`src/rtl/rosc_ctrl_pkg.sv`:
```
// Shared types and constants for the ring-oscillator
// measurement scheduler.
package rosc_ctrl_pkg;

    typedef enum logic [2:0] {
        S_IDLE,
        S_SETTLE,
        S_COUNT,
        S_DRAIN,
        S_REPORT,
        S_NEXT
    } state_t;

    localparam int DRAIN_CYC   = 3;
    localparam int SYNC_STAGES = 2;
    localparam int DEF_CNT_W   = 16;

endpackage

```
`src/rtl/rosc_edge_counter.sv`:
```
// Synchronizes the muxed ring output, detects rising
// edges and counts them with saturation.
module rosc_edge_counter
    import rosc_ctrl_pkg::*;
#(
    parameter int CNT_W = DEF_CNT_W
) (
    input  logic             clk,
    input  logic             rst_n,
    input  logic             clear,
    input  logic             count_en,
    input  logic             async_in,
    output logic [CNT_W-1:0] count
);

    logic [SYNC_STAGES:0] sync_q;
    logic                 rise;

    // Synchronizer chain plus one stage for edge history
    always_ff @(posedge clk or negedge rst_n) begin
        if (!rst_n) begin
            sync_q <= '0;
        end else begin
            sync_q <= {sync_q[SYNC_STAGES-1:0], async_in};
        end
    end

    assign rise = sync_q[SYNC_STAGES-1]
                & ~sync_q[SYNC_STAGES];

    // Saturating edge counter, clear has priority
    always_ff @(posedge clk or negedge rst_n) begin
        if (!rst_n) begin
            count <= '0;
        end else if (clear) begin
            count <= '0;
        end else if (count_en && rise && count != '1) begin
            count <= count + CNT_W'(1);
        end
    end

endmodule

```
`src/rtl/rosc_sched_ctrl.sv`:
```
// Sweeps the channel mask one ring at a time:
// enable, settle, count a window, report.
module rosc_sched_ctrl
    import rosc_ctrl_pkg::*;
#(
    parameter int NUM_ROSC   = 4,
    parameter int SEL_W      = $clog2(NUM_ROSC),
    parameter int CNT_W      = DEF_CNT_W,
    parameter int WIN_W      = 16,
    parameter int SETTLE_CYC = 8
) (
    input  logic                CLK,
    input  logic                RESETN,
    input  logic                START,
    input  logic [NUM_ROSC-1:0] CH_MASK,
    input  logic [WIN_W-1:0]    WIN_LEN,
    input  logic                ROSC_DIV,
    output logic [NUM_ROSC-1:0] ROSC_EN,
    output logic [SEL_W-1:0]    ROSC_SEL,
    output logic                BUSY,
    output logic                RES_VALID,
    input  logic                RES_READY,
    output logic [SEL_W-1:0]    RES_CH,
    output logic [CNT_W-1:0]    RES_COUNT,
    output logic                DONE
);

    localparam logic [WIN_W-1:0] SETTLE_LAST =
        WIN_W'(SETTLE_CYC - 1);
    localparam logic [WIN_W-1:0] DRAIN_LAST =
        WIN_W'(DRAIN_CYC - 1);

    state_t                state_q, state_d;
    logic [NUM_ROSC-1:0]   mask_q;
    logic [WIN_W-1:0]      win_q;
    logic [WIN_W-1:0]      timer_q;
    logic [SEL_W-1:0]      ptr_q;
    logic [SEL_W-1:0]      sel_q;
    logic [SEL_W-1:0]      ch_q;
    logic [DRAIN_CYC-1:0]  cflag_q;
    logic                  done_q, done_d;
    logic                  take;
    logic                  found;
    logic [SEL_W-1:0]      found_ch;
    logic                  cnt_clear;
    logic                  cnt_en;

    // Lowest pending channel at or above the pointer
    always_comb begin
        found    = 1'b0;
        found_ch = '0;
        for (int i = NUM_ROSC - 1; i >= 0; i--) begin
            if (mask_q[i] && i >= int'(ptr_q)) begin
                found    = 1'b1;
                found_ch = SEL_W'(i);
            end
        end
    end

    // Next-state logic; a sweep with nothing left ends
    // straight from the last handshake
    always_comb begin
        state_d = state_q;
        done_d  = 1'b0;
        take    = 1'b0;
        unique case (state_q)
            S_IDLE: begin
                if (START) state_d = S_NEXT;
            end
            S_NEXT: begin
                if (found) begin
                    take    = 1'b1;
                    state_d = S_SETTLE;
                end else begin
                    done_d  = 1'b1;
                    state_d = S_IDLE;
                end
            end
            S_SETTLE: begin
                if (timer_q == SETTLE_LAST)
                    state_d = (win_q == '0) ? S_DRAIN
                                            : S_COUNT;
            end
            S_COUNT: begin
                if (timer_q == win_q - WIN_W'(1))
                    state_d = S_DRAIN;
            end
            S_DRAIN: begin
                if (timer_q == DRAIN_LAST)
                    state_d = S_REPORT;
            end
            S_REPORT: begin
                if (RES_READY) begin
                    if (found) begin
                        state_d = S_NEXT;
                    end else begin
                        done_d  = 1'b1;
                        state_d = S_IDLE;
                    end
                end
            end
            default: state_d = S_IDLE;
        endcase
    end

    // State register and per-state cycle timer
    always_ff @(posedge CLK or negedge RESETN) begin
        if (!RESETN) begin
            state_q <= S_IDLE;
            timer_q <= '0;
            done_q  <= 1'b0;
        end else begin
            state_q <= state_d;
            done_q  <= done_d;
            timer_q <= (state_d != state_q) ? '0
                     : timer_q + WIN_W'(1);
        end
    end

    // Sweep latches, channel select and result channel
    always_ff @(posedge CLK or negedge RESETN) begin
        if (!RESETN) begin
            mask_q <= '0;
            win_q  <= '0;
            ptr_q  <= '0;
            sel_q  <= '0;
            ch_q   <= '0;
        end else begin
            if (state_q == S_IDLE && START) begin
                mask_q <= CH_MASK;
                win_q  <= WIN_LEN;
                ptr_q  <= '0;
            end else if (take) begin
                mask_q[found_ch] <= 1'b0;
                ptr_q            <= found_ch;
                sel_q            <= found_ch;
            end
            if (state_q == S_DRAIN && state_d == S_REPORT)
                ch_q <= sel_q;
        end
    end

    // Delay the COUNT flag to match synchronizer latency
    always_ff @(posedge CLK or negedge RESETN) begin
        if (!RESETN) begin
            cflag_q <= '0;
        end else begin
            cflag_q <= {cflag_q[DRAIN_CYC-2:0],
                        state_q == S_COUNT};
        end
    end

    assign cnt_en    = cflag_q[DRAIN_CYC-1];
    assign cnt_clear = (state_q == S_SETTLE);

    rosc_edge_counter #(
        .CNT_W (CNT_W)
    ) u_cnt (
        .clk      (CLK),
        .rst_n    (RESETN),
        .clear    (cnt_clear),
        .count_en (cnt_en),
        .async_in (ROSC_DIV),
        .count    (RES_COUNT)
    );

    // One-hot ring enable while the ring is in use
    always_comb begin
        ROSC_EN = '0;
        if (state_q inside {S_SETTLE, S_COUNT, S_DRAIN})
            ROSC_EN[sel_q] = 1'b1;
    end

    // Mux select moves only during NEXT, rings all off
    assign ROSC_SEL  = (state_q == S_NEXT && found)
                     ? found_ch : sel_q;
    assign BUSY      = (state_q != S_IDLE);
    assign RES_VALID = (state_q == S_REPORT);
    assign RES_CH    = ch_q;
    assign DONE      = done_q;

endmodule

```
`config.mk`:
```
export PLATFORM = sky130hd
export DESIGN_NAME = rosc_sched_ctrl
export DESIGN_NICKNAME = d
export VERILOG_FILES = /design/src/rtl/rosc_ctrl_pkg.sv /design/src/rtl/rosc_edge_counter.sv /design/src/rtl/rosc_sched_ctrl.sv
export SDC_FILE = /design/constraint.sdc
export NUM_CORES = 1
export LEC_CHECK = 0
export CORE_UTILIZATION = 45
export CTS_BUF_LIST = sky130_fd_sc_hd__clkbuf_16
export DETAILED_ROUTE_END_ITERATION = 10
export PLACE_DENSITY = 0.68
export SLEW_MARGIN = 20
export SYNTH_ARGS = -nofsm -noshare
export SYNTH_HDL_FRONTEND = slang
export SYNTH_SLANG_ARGS = --single-unit
```
`constraint.sdc`:
```
create_clock -name CLK -period 6.6 [get_ports CLK]
set_input_delay 1.32 -clock CLK [delete_from_list [all_inputs] [get_ports CLK]]
set_output_delay 1.32 -clock CLK [all_outputs]
set_load 0.01 [all_outputs]
```
==> impl_metrics.toml <==
[sta]
slew_headroom_pct = 27.41
final.hold.worst_slack_ns = 0.3375
setup-violations-final = 0
layout_worst_path_cycle_share_pct = 58.36
slew_viol_final = 0
fin_ws_ns = 2.748
timing.final.hold_violations = 0
finalSetupTns_ns = 0
worst-slew-pin-transition_ns = 1.085
finalWorstPathRequiredPeriod_ns = 3.852
finalClockSkew_ns = 0.007562
timing.fmax_mhz = 259.6
rsz_0062_raised_after_global_routing = "false"

[route]
drt_first_iter_violations = 183
routed_wire_length_per_instance_um = 13.92
avgViaCountPerCell = 5.565
routed-via-count = 3189
drtAntennaViolNets = 0
wl_um = 7978
number_of_search_and_repair_iterations_in_the_first_detailed_routing_pass = 4
drcViolationCount = 0

[clock_network]
clock_tree.root_cell = "sky130_fd_sc_hd__clkbuf_16"
cts-resized-gates = 0
post-cts-setup-buffers = 0
worstSkewPairLatency_ns = 0.32
register_clock_pin_slew_on_the_reported_worst_setup_and_hold_paths_ns = 0.06
cts.sinks = 68
hold_buffers = 0
number_of_buffers_inserted_during_clock_tree_synthesis = 9
cts.htree.levels = 3
tritoncts = "done"
cts-root-to-sink-buffers = 2

[placed_design]
detailedPlace.worstSlack_ns = 3.113
detailed_placement_hpwl_um = 5666
port_buffers = 51
gp_congestion = 0.8809

[logic_synthesis]
netlist_top_cells_area = "sky130_fd_sc_hd__dfrtp_1 (45%), sky130_fd_sc_hd__nand2_1 (6.0%), sky130_fd_sc_hd__xor2_1 (5.8%), sky130_fd_sc_hd__xnor2_1 (5.3%), sky130_fd_sc_hd__nor2_1 (3.7%)"
yosysWarnings = 0
synth-seq-cells = 68
number_of_nets_produced_by_synthesis = 447
synthDominantAreaCellType = "sky130_fd_sc_hd__dfrtp_1"
synth_flop_cell = "sky130_fd_sc_hd__dfrtp_1"
seq_area_frac_synth_pct = 45.12
yosys.area.top_type_share_pct = 45.12
synth_edf_count = 0
syn-instance-count = 418
synth.lib_cells_used.distinct = 57
synth_area_um2 = 3771
syn_area_per_cell_um2 = 9.022
synth_async_sr_flop_share_pct = 100.0

[final_layout]
share_of_post_route_cells_with_drive_strength_above_1_pct = 5.556
insertedDiodeCount = 0
synthToLayoutAreaGrowth_pct = 22.79
n_fill_cell = 724
nNetsFinal = 492

[min_path]
min_delay_src = "cflag_q[1]"
holdCritPathClass = "flop to flop"
worstHoldEndpoint = "cflag_q[2]"
hold_path_cell_cnt = 0

[setup_path]
critPathRequiredTime_ns = 5.28
critical_path.cell_chain = "clkinv_1, nand3_1, a31oi_1, nand2_1, o21ai_0, clkdlybuf4s50_1"
end_of_the_worst_register_to_register_path = "timer_q[15]"
worstSetupStartpointType = "flop"
r2r_slack_ns = 3.61
worst-r2r-cell-count = 8
worst-setup-path-type = "flop to output port"
critical_path_buf_inv_count = 2
critical_path_arrival_ns = 2.53
timing.critical_path.to_type = "output port"
slowest_stage_delay_cp_ns = 0.56
cp_slowest_cell = "sky130_fd_sc_hd__a31oi_1"
critical-path-top-delay-family = "buffers and inverters"
crit_fanout = 10
rr_startpoint = "win_q[0]"

[grt]
grt_antenna_before_repair = 0
globalRouteTotalUtil_pct = 19.56
grt_overflow = 0
grt_max_degree = 69
grt_first_pass_wirelength_um = 13600
first_global_vias = 2982

[power_and_ir_drop]
irDropWorstVdd_uv = 160.5
total_leakage_power_nw = 1.964
power_density_nw_per_um2 = 387.2
design_power_total_mw = 1.793

[floorplan]
chipWidth_um = 93.55
design.core.area_um2 = 8175
initial_utilization_pct = 46.13
die-height_um = 93.55
dieArea_um2 = 8751
num_rows = 33
pin_count = 52

[run_status]
outcome = "completed"

[job]
cap_violations = 0
==> worst max path at each step <==
stage | cells after the start | end | start
finish | 6 | ROSC_SEL[0] | state_q[1]
global route | 5 | ROSC_SEL[0] | state_q[2]
CTS | 6 | ROSC_SEL[0] | state_q[1]
detailed placement | 5 | ROSC_SEL[0] | state_q[2]
global placement | 5 | ROSC_SEL[0] | state_q[0]
floorplan | 5 | ROSC_SEL[0] | state_q[0]
==> flip-flops by register name, indices dropped and copies added, names as in the netlist <==
signal        flops
timer_q          16
u_cnt.count      16
win_q            16
mask_q            4
cflag_q           3
state_q           3
u_cnt.sync_q      3
RES_CH            2
ptr_q             2
sel_q             2
DONE              1
==> stage by stage <==
step	cell area [µm²]	instances	utilization (%)
2_1_floorplan	3771	418	-
3_3_place_gp	4339	557	53.08
3_5_place_dp	4339	557	53.08
4_1_cts	4631	573	56.64
5_1_grt	4631	573	56.64
6_report	4631	573	56.64
==> Yosys cell counts (2+ instances only) <==
library cell,count
sky130_fd_sc_hd__dfrtp_1,68
sky130_fd_sc_hd__nand2_1,60
sky130_fd_sc_hd__nor2_1,37
sky130_fd_sc_hd__nor3_1,25
sky130_fd_sc_hd__xor2_1,25
sky130_fd_sc_hd__xnor2_1,23
sky130_fd_sc_hd__o21ai_0,18
sky130_fd_sc_hd__clkbuf_1,15
sky130_fd_sc_hd__inv_1,14
sky130_fd_sc_hd__a21oi_1,13
sky130_fd_sc_hd__nand3_1,12
sky130_fd_sc_hd__nand4_1,11
sky130_fd_sc_hd__nor4_1,10
sky130_fd_sc_hd__and3_1,8
sky130_fd_sc_hd__a31oi_1,5
sky130_fd_sc_hd__or3_1,5
sky130_fd_sc_hd__ha_1,4
sky130_fd_sc_hd__nor4b_1,4
sky130_fd_sc_hd__o211ai_1,4
sky130_fd_sc_hd__and4_1,3
sky130_fd_sc_hd__nor2b_1,3
sky130_fd_sc_hd__or4_1,3
sky130_fd_sc_hd__a21bo_2,2
sky130_fd_sc_hd__a21boi_0,2
sky130_fd_sc_hd__and2_1,2
sky130_fd_sc_hd__buf_1,2
sky130_fd_sc_hd__buf_6,2
sky130_fd_sc_hd__mux2_2,2
sky130_fd_sc_hd__mux2i_1,2
sky130_fd_sc_hd__nand2b_1,2
sky130_fd_sc_hd__nand3b_1,2
sky130_fd_sc_hd__nor3b_1,2
sky130_fd_sc_hd__o2111ai_1,2
sky130_fd_sc_hd__o21bai_1,2
sky130_fd_sc_hd__o22a_1,2
==> area by class of cell <==
class	count	area [µm²]	area share (%)
Multi-Input combinational cell	315	1922	41.50
Inverter	15	56.30	1.216
Clock inverter	7	66.31	1.432
Clock buffer	9	225.2	4.864
Sequential cell	68	1702	36.75
Tap cell	105	131.4	2.837
Timing Repair Buffer	54	528.0	11.40
==> cells by family (layout without fill, tap and decap cells) <==
group | Yosys count | in the layout | share of synthesized area [%]
AND/OR/NAND/NOR | 196 | 196 | 25.98
multiplexers | 4 | 4 | 1.128
buffers and inverters | 35 | 85 | 3.915
XOR/XNOR | 48 | 48 | 11.15
flip-flops | 68 | 68 | 45.12
adder cells (fa/ha/maj) | 4 | 4 | 1.327
AO/OA/AOI/OAI | 63 | 63 | 11.38
==> metal layers <==
metal  routed length (µm)  track usage (%)  up-vias
li1                     -                -     1553
met1                 3737            25.71     1538
met2                 3821            32.05       90
met3                  355            4.309        8
met4                   63            6.154        0
met5                    0                0        -
==> power breakdown <==
part / switching [mW] / leakage [nW] / internal [mW]
Combinational: 0.375 / 0.928 / 0.298
Sequential: 0.141 / 0.899 / 0.512
Clock: 0.176 / 0.137 / 0.290
==> layout by cell type (no fill, tap or decap), types with 3 or more instances in the layout <==
cell	count
sky130_fd_sc_hd__a31oi_1	5
sky130_fd_sc_hd__xnor2_1	23
sky130_fd_sc_hd__and4_1	3
sky130_fd_sc_hd__nand2_1	60
sky130_fd_sc_hd__nand3_1	12
sky130_fd_sc_hd__nor4_1	10
sky130_fd_sc_hd__clkinv_1	3
sky130_fd_sc_hd__clkbuf_16	9
sky130_fd_sc_hd__xor2_1	25
sky130_fd_sc_hd__nor2b_1	3
sky130_fd_sc_hd__nand4_1	11
sky130_fd_sc_hd__clkdlybuf4s50_1	50
sky130_fd_sc_hd__o21ai_0	18
sky130_fd_sc_hd__a21oi_1	13
sky130_fd_sc_hd__ha_1	4
sky130_fd_sc_hd__nor4b_1	4
sky130_fd_sc_hd__or3_1	5
sky130_fd_sc_hd__and3_1	8
sky130_fd_sc_hd__nor2_1	37
sky130_fd_sc_hd__inv_1	14
sky130_fd_sc_hd__nor3_1	25
sky130_fd_sc_hd__dfrtp_1	68
sky130_fd_sc_hd__or4_1	3
sky130_fd_sc_hd__o211ai_1	4
sky130_fd_sc_hd__buf_4	3
Note: power is estimated with default switching activity, not from simulation.
==> patch 1, RTL diff (same flow settings) <==
Set the parameter `NUM_ROSC` to 2 (it was 4).
--- a/src/rtl/rosc_sched_ctrl.sv
+++ b/src/rtl/rosc_sched_ctrl.sv
@@ -5,3 +5,3 @@
 #(
-    parameter int NUM_ROSC   = 4,
+    parameter int NUM_ROSC   = 2,
     parameter int SEL_W      = $clog2(NUM_ROSC),
Ports: changed (resized CH_MASK, RES_CH, ROSC_EN and ROSC_SEL); port bits go from 52 to 46. The function was not compared with the original's and may differ.
==> patch 1 against the original RTL <==
- cell area decreased by 5.4%
- critical endpoint is now ROSC_SEL
- setup slack improved by 0.49 ns
- wire length decreased by 4.1%
- sequential cell count decreased by 5
- clock skew increased by 0.0023 ns
- synthesized area decreased by 4.7%
- utilization about the same
- critical path depth decreased by 1
- via count decreased by 8.5%
Power is not compared: it rests on default switching activity, and its combinational part moved more than twofold at a synthesized area within 25%.
==> patch 1: results (changes against the original RTL) <==
* Synthesized area per cell at 9.54 um^2 (was 9.02 um^2)
* First-pass GRT wire length at 13,200 um (was 13,600 um)
* Worst slack, placed at 3.05 ns (was 3.11 ns)
* Count of non-CTS buffers in the layout at 49 (was 54)
* Vias per cell at 5.53 (was 5.57)
* Fin Hold WS at 0.347 ns (was 0.337 ns)
* HPWL Detailed at 5300 um (was 5670 um)
* Area grow syn2layout at 21.9% (was 22.8%)
* Largest net degree at the start of global routing at 64 (was 69)
* Signal buffers share of area at 10.9% (was 11.4%)
* FF-to-FF Start: win_q[7] (was win_q[0])
* Fraction of area in registers at 36.0% (was 36.7%)
* Iter 0 DRT Violations at 139 (was 183)
* Share of cells above drive strength 1 at 12.0% (was 5.56%)
* Aggregate routed wire length at 7650 um (was 7980 um)
* Layout clock area frac at 6.43% (was 6.30%)
* Vias in the first global route at 2,843 (was 2,982)
* R2r endpoint: timer_q[4] (was timer_q[15])
* R2R setup slack at 3.49 ns (was 3.61 ns)
* Nets at 448 (was 492)
* Routed vias at 2,919 (was 3,189)
* Outcome: finished, final reports clean (unchanged)
* Commonest cells in the netlist: dfrtp_1 (63), nand2_1 (44), nor2_1 (30) (was dfrtp_1 (68), nand2_1 (60), nor2_1 (37))
* WP data arrival at 2.04 ns (was 2.53 ns)
* Number of placed instances, taps included at 512 (was 557)
* Largest cells by area after synthesis: dfrtp_1 (44%), xor2_1 (5.6%), xnor2_1 (5.4%), nand2_1 (4.6%), mux2_2 (4.4%) (was dfrtp_1 (45%), nand2_1 (6.0%), xor2_1 (5.8%), xnor2_1 (5.3%), nor2_1 (3.7%))
* Worst-path fanout max at 8 (was 10)
* Non-CTS inverters at 12 (was 15)
## patch 1: routing by layer
layer / share of wire, % / GRT usage, % / up-vias
met1: 49 / 27.2 / 1433
li1: - / - / 1416
met5: 0 / 0 / -
met2: 46 / 31.6 / 63
met4: 1.2 / 7.14 / 0
met3: 3.6 / 4.36 / 7
## patch 1: how the worst max path moves through the flow
stage,to,slack [ns],cells past startpoint
final,ROSC_SEL,3.24,5
after detailed placement,timer_q[1],3.05,7
after floorplan,timer_q[10],3.82,6
after CTS,ROSC_SEL,3.23,5
after global placement,timer_q[7],3.19,7
after global routing,ROSC_SEL,3.09,5
## patch 1: cell families (layout without fill, tap and decap cells)
logic type / after synthesis / count (layout) / synth area share [%]
AOI/OAI and AO/OA: 65 / 65 / 11.8
xor gates and xnor gates: 45 / 45 / 11.0
adders and majority gates: 4 / 4 / 1.39
buffers and inverters: 28 / 77 / 4.14
muxes: 14 / 14 / 4.39
and+or+nand+nor: 158 / 158 / 23.4
DFF: 63 / 63 / 43.9
==> patch 2, RTL diff (same settings) <==
Made on the original files. Reset style: synchronous (`RESETN` and `rst_n`), changed in 5 clocked blocks.
--- a/src/rtl/rosc_edge_counter.sv
+++ b/src/rtl/rosc_edge_counter.sv
@@ -19,3 +19,3 @@
     // Synchronizer chain plus one stage for edge history
-    always_ff @(posedge clk or negedge rst_n) begin
+    always_ff @(posedge clk) begin
         if (!rst_n) begin
@@ -31,3 +31,3 @@
     // Saturating edge counter, clear has priority
-    always_ff @(posedge clk or negedge rst_n) begin
+    always_ff @(posedge clk) begin
         if (!rst_n) begin
--- a/src/rtl/rosc_sched_ctrl.sv
+++ b/src/rtl/rosc_sched_ctrl.sv
@@ -106,3 +106,3 @@
     // State register and per-state cycle timer
-    always_ff @(posedge CLK or negedge RESETN) begin
+    always_ff @(posedge CLK) begin
         if (!RESETN) begin
@@ -120,3 +120,3 @@
     // Sweep latches, channel select and result channel
-    always_ff @(posedge CLK or negedge RESETN) begin
+    always_ff @(posedge CLK) begin
         if (!RESETN) begin
@@ -143,3 +143,3 @@
     // Delay the COUNT flag to match synchronizer latency
-    always_ff @(posedge CLK or negedge RESETN) begin
+    always_ff @(posedge CLK) begin
         if (!RESETN) begin
Behaviour: differs if RESETN is asserted again (counterexample within 4 cycles, from zero or initial values and one cycle with RESETN low); with RESETN held inactive, the same outputs for 10 cycles.
==> patch 2 against the original RTL <==
- sequential share of layout area decreased by 5.3 points
- wire length decreased by 5.0%
- synthesized area decreased by 7.8%
- highest routed layer unchanged
- non-clock buffer count decreased by 3
- cell area decreased by 6.5%
- setup slack improved by 0.26 ns
- largest cell class unchanged
- clock skew decreased by 0.00097 ns
- fmax increased by 7.2%
- hold slack improved by 0.097 ns
- sequential cell count unchanged
Power is not compared: it rests on default switching activity, and its combinational part moved more than twofold at a synthesized area within 25%.
==> patch 2: results (changes against the original RTL) <==
* Outcome: finished, final reports clean (unchanged)
* Distinct cells, synth at 59 (was 57)
* WHS Path Cells at 1 (was 0)
* Fin Hold WS at 0.435 ns (was 0.337 ns)
* Clk_lat worst skew at 0.33 ns
* Routability cong. at 0.847 (was 0.881)
* Peak VDD IR at 0.000193 V
* Commonest cells in the netlist: dfxtp_1 (68), nand2_1 (62), nor2_1 (53) (was dfrtp_1 (68), nand2_1 (60), nor2_1 (37))
* Asr flop ratio synth at 0% (was 100%)
* Max H-tree Level at 3 (unchanged)
* R2R cell count at 7 (was 8)
* Vias in the first global route at 2,873 (was 2,982)
* Worst-path fanout max at 12 (was 10)
* Slowest-stage cell, CP: clkdlybuf4s50_1 (was a31oi_1)
* HPWL Detailed at 5450 um (was 5670 um)
* Clock buffer depth at 2 (unchanged)
* Number of buffers created by CTS at 9 (unchanged)
* Share of cells above drive strength 1 at 4.81% (was 5.56%)
* Routed vias at 3,067 (was 3,189)
* Family with the most delay on the worst path: simple AND/OR/NAND/NOR gates (was buffers and inverters)
* Skew final at 0.00659 ns (was 0.00756 ns)
* GR Util met2 at 31.7% (was 32.0%)
* Initial antenna violation count at 0 (unchanged)
* Drt first pass iters at 4 (unchanged)
* Post-CTS setup buffer count at 0 (unchanged)
* Largest cells by area after synthesis: dfxtp_1 (39%), nand2_1 (6.7%), xor2_1 (6.6%), nor2_1 (5.7%), a21oi_1 (4.9%) (was dfrtp_1 (45%), nand2_1 (6.0%), xor2_1 (5.8%), xnor2_1 (5.3%), nor2_1 (3.7%))
* Mapped Nets at 461 (was 447)
* FF-to-FF Start: win_q[0] (unchanged)
* R2R setup slack at 3.49 ns (was 3.61 ns)
* Nets at 503 (was 492)
* Slew @ Worst Pin at 0.744 ns (was 1.08 ns)
* Largest registers: timer_q (16), u_cnt.count (16), win_q (16) (unchanged)
* Total track usage at 20.0% (was 19.6%)
* Post-DR wirelength/cell at 13.1 um (was 13.9 um)
* Largest net degree at the start of global routing at 29 (was 69)
* GR Util met1 at 26.2% (was 25.7%)
* First-pass GRT wire length at 13,300 um (was 13,600 um)
* Hold EP: u_cnt.sync_q[1] (was cflag_q[2])
* R2r endpoint: timer_q[15] (unchanged)
* Clk slew on worst S/H paths at 0.05 ns
* Post_cts resized at 0 (unchanged)
* Post-synthesis sequential area ratio at 39.2% (was 45.1%)
* Port bufs at 51 (unchanged)
* WP data arrival at 2.27 ns (was 2.53 ns)
* GR met3 Demand/Resource at 6.18% (was 4.31%)
* Critical Path Max Stage Delay at 0.54 ns (was 0.56 ns)
* Worst hold start: u_cnt.sync_q[0] (was cflag_q[1])
* Leak at 0.00154 uW
* Iter 0 DRT Violations at 100 (was 183)
* Dpl cell area at 0.00402 mm^2 (was 0.00434 mm^2)
* Hold Path Class: flip-flop to flip-flop (unchanged)
[patch 2: cell count changes in the layout (fill, tap and decap cells not counted), sizes merged, moves of 5 or more]
| cell | unedited run | this run |
|---|---|---|
| a21oi | 13 | 34 |
| and2 | 2 | 10 |
| dfrtp | 68 | 0 |
| dfxtp | 0 | 68 |
| nor2 | 37 | 53 |
| nor3 | 25 | 12 |
| o21ai | 18 | 4 |
| xnor2 | 23 | 18 |
[patch 2: routing by layer]
layer	part of all wire, %	up-vias	routed length [um]
met2	46	74	3470
met4	1.2	0	94
met1	48	1404	3630
met5	0	-	0
li1	-	1581	-
met3	5.0	8	382
[patch 2: cells by family after synthesis]
family,Yosys count,synth area share [%]
flip-flops,68,39.2
multiplexers,5,1.48
adder cells (fa/ha/maj),4,1.44
buffers and inverters,31,3.82
XOR/XNOR,44,11.1
AND/OR/NAND/NOR,209,29.4
AO/OA/AOI/OAI,71,13.6
[patch 2: area by class of cell]
cell class	count	area, um^2
multi-input combinational	333	1990
clock inverter	6	82.6
inverter	11	41.3
clock buffer	9	225
timing repair buffer	51	510
fill	680	3040
sequential	68	1360
tap	99	124
[patch 2: report_power, final]
part | internal [uW] | switching (uW) | total (uW)
logic | 72.8 | 87.6 | 160
registers | 425 | 24.0 | 449
clock network | 325 | 171 | 496
total | 823 | 282 | 1110
[patch 2: through the flow]
stage          setup WS, ns  utilization (%)  std cells
2_1_floorplan          3.83                -        432
4_1_cts                3.04             58.7        577
6_report               3.01             58.8        577
5_1_grt                2.83             58.8        577
3_3_place_gp           3.29             54.5        562
3_5_place_dp           3.22             54.5        562
[patch 2: how the worst max path moves through the flow]
stage,slack [ns],startpoint,cells past startpoint,endpoint
2_1_floorplan,3.83,win_q[7],9,timer_q[0]
6_report,3.01,state_q[2],5,ROSC_SEL[0]
4_1_cts,3.04,state_q[2],5,ROSC_SEL[0]
5_1_grt,2.83,state_q[2],5,ROSC_SEL[0]
3_3_place_gp,3.29,RESETN,5,timer_q[14]
3_5_place_dp,3.22,RESETN,5,timer_q[13]
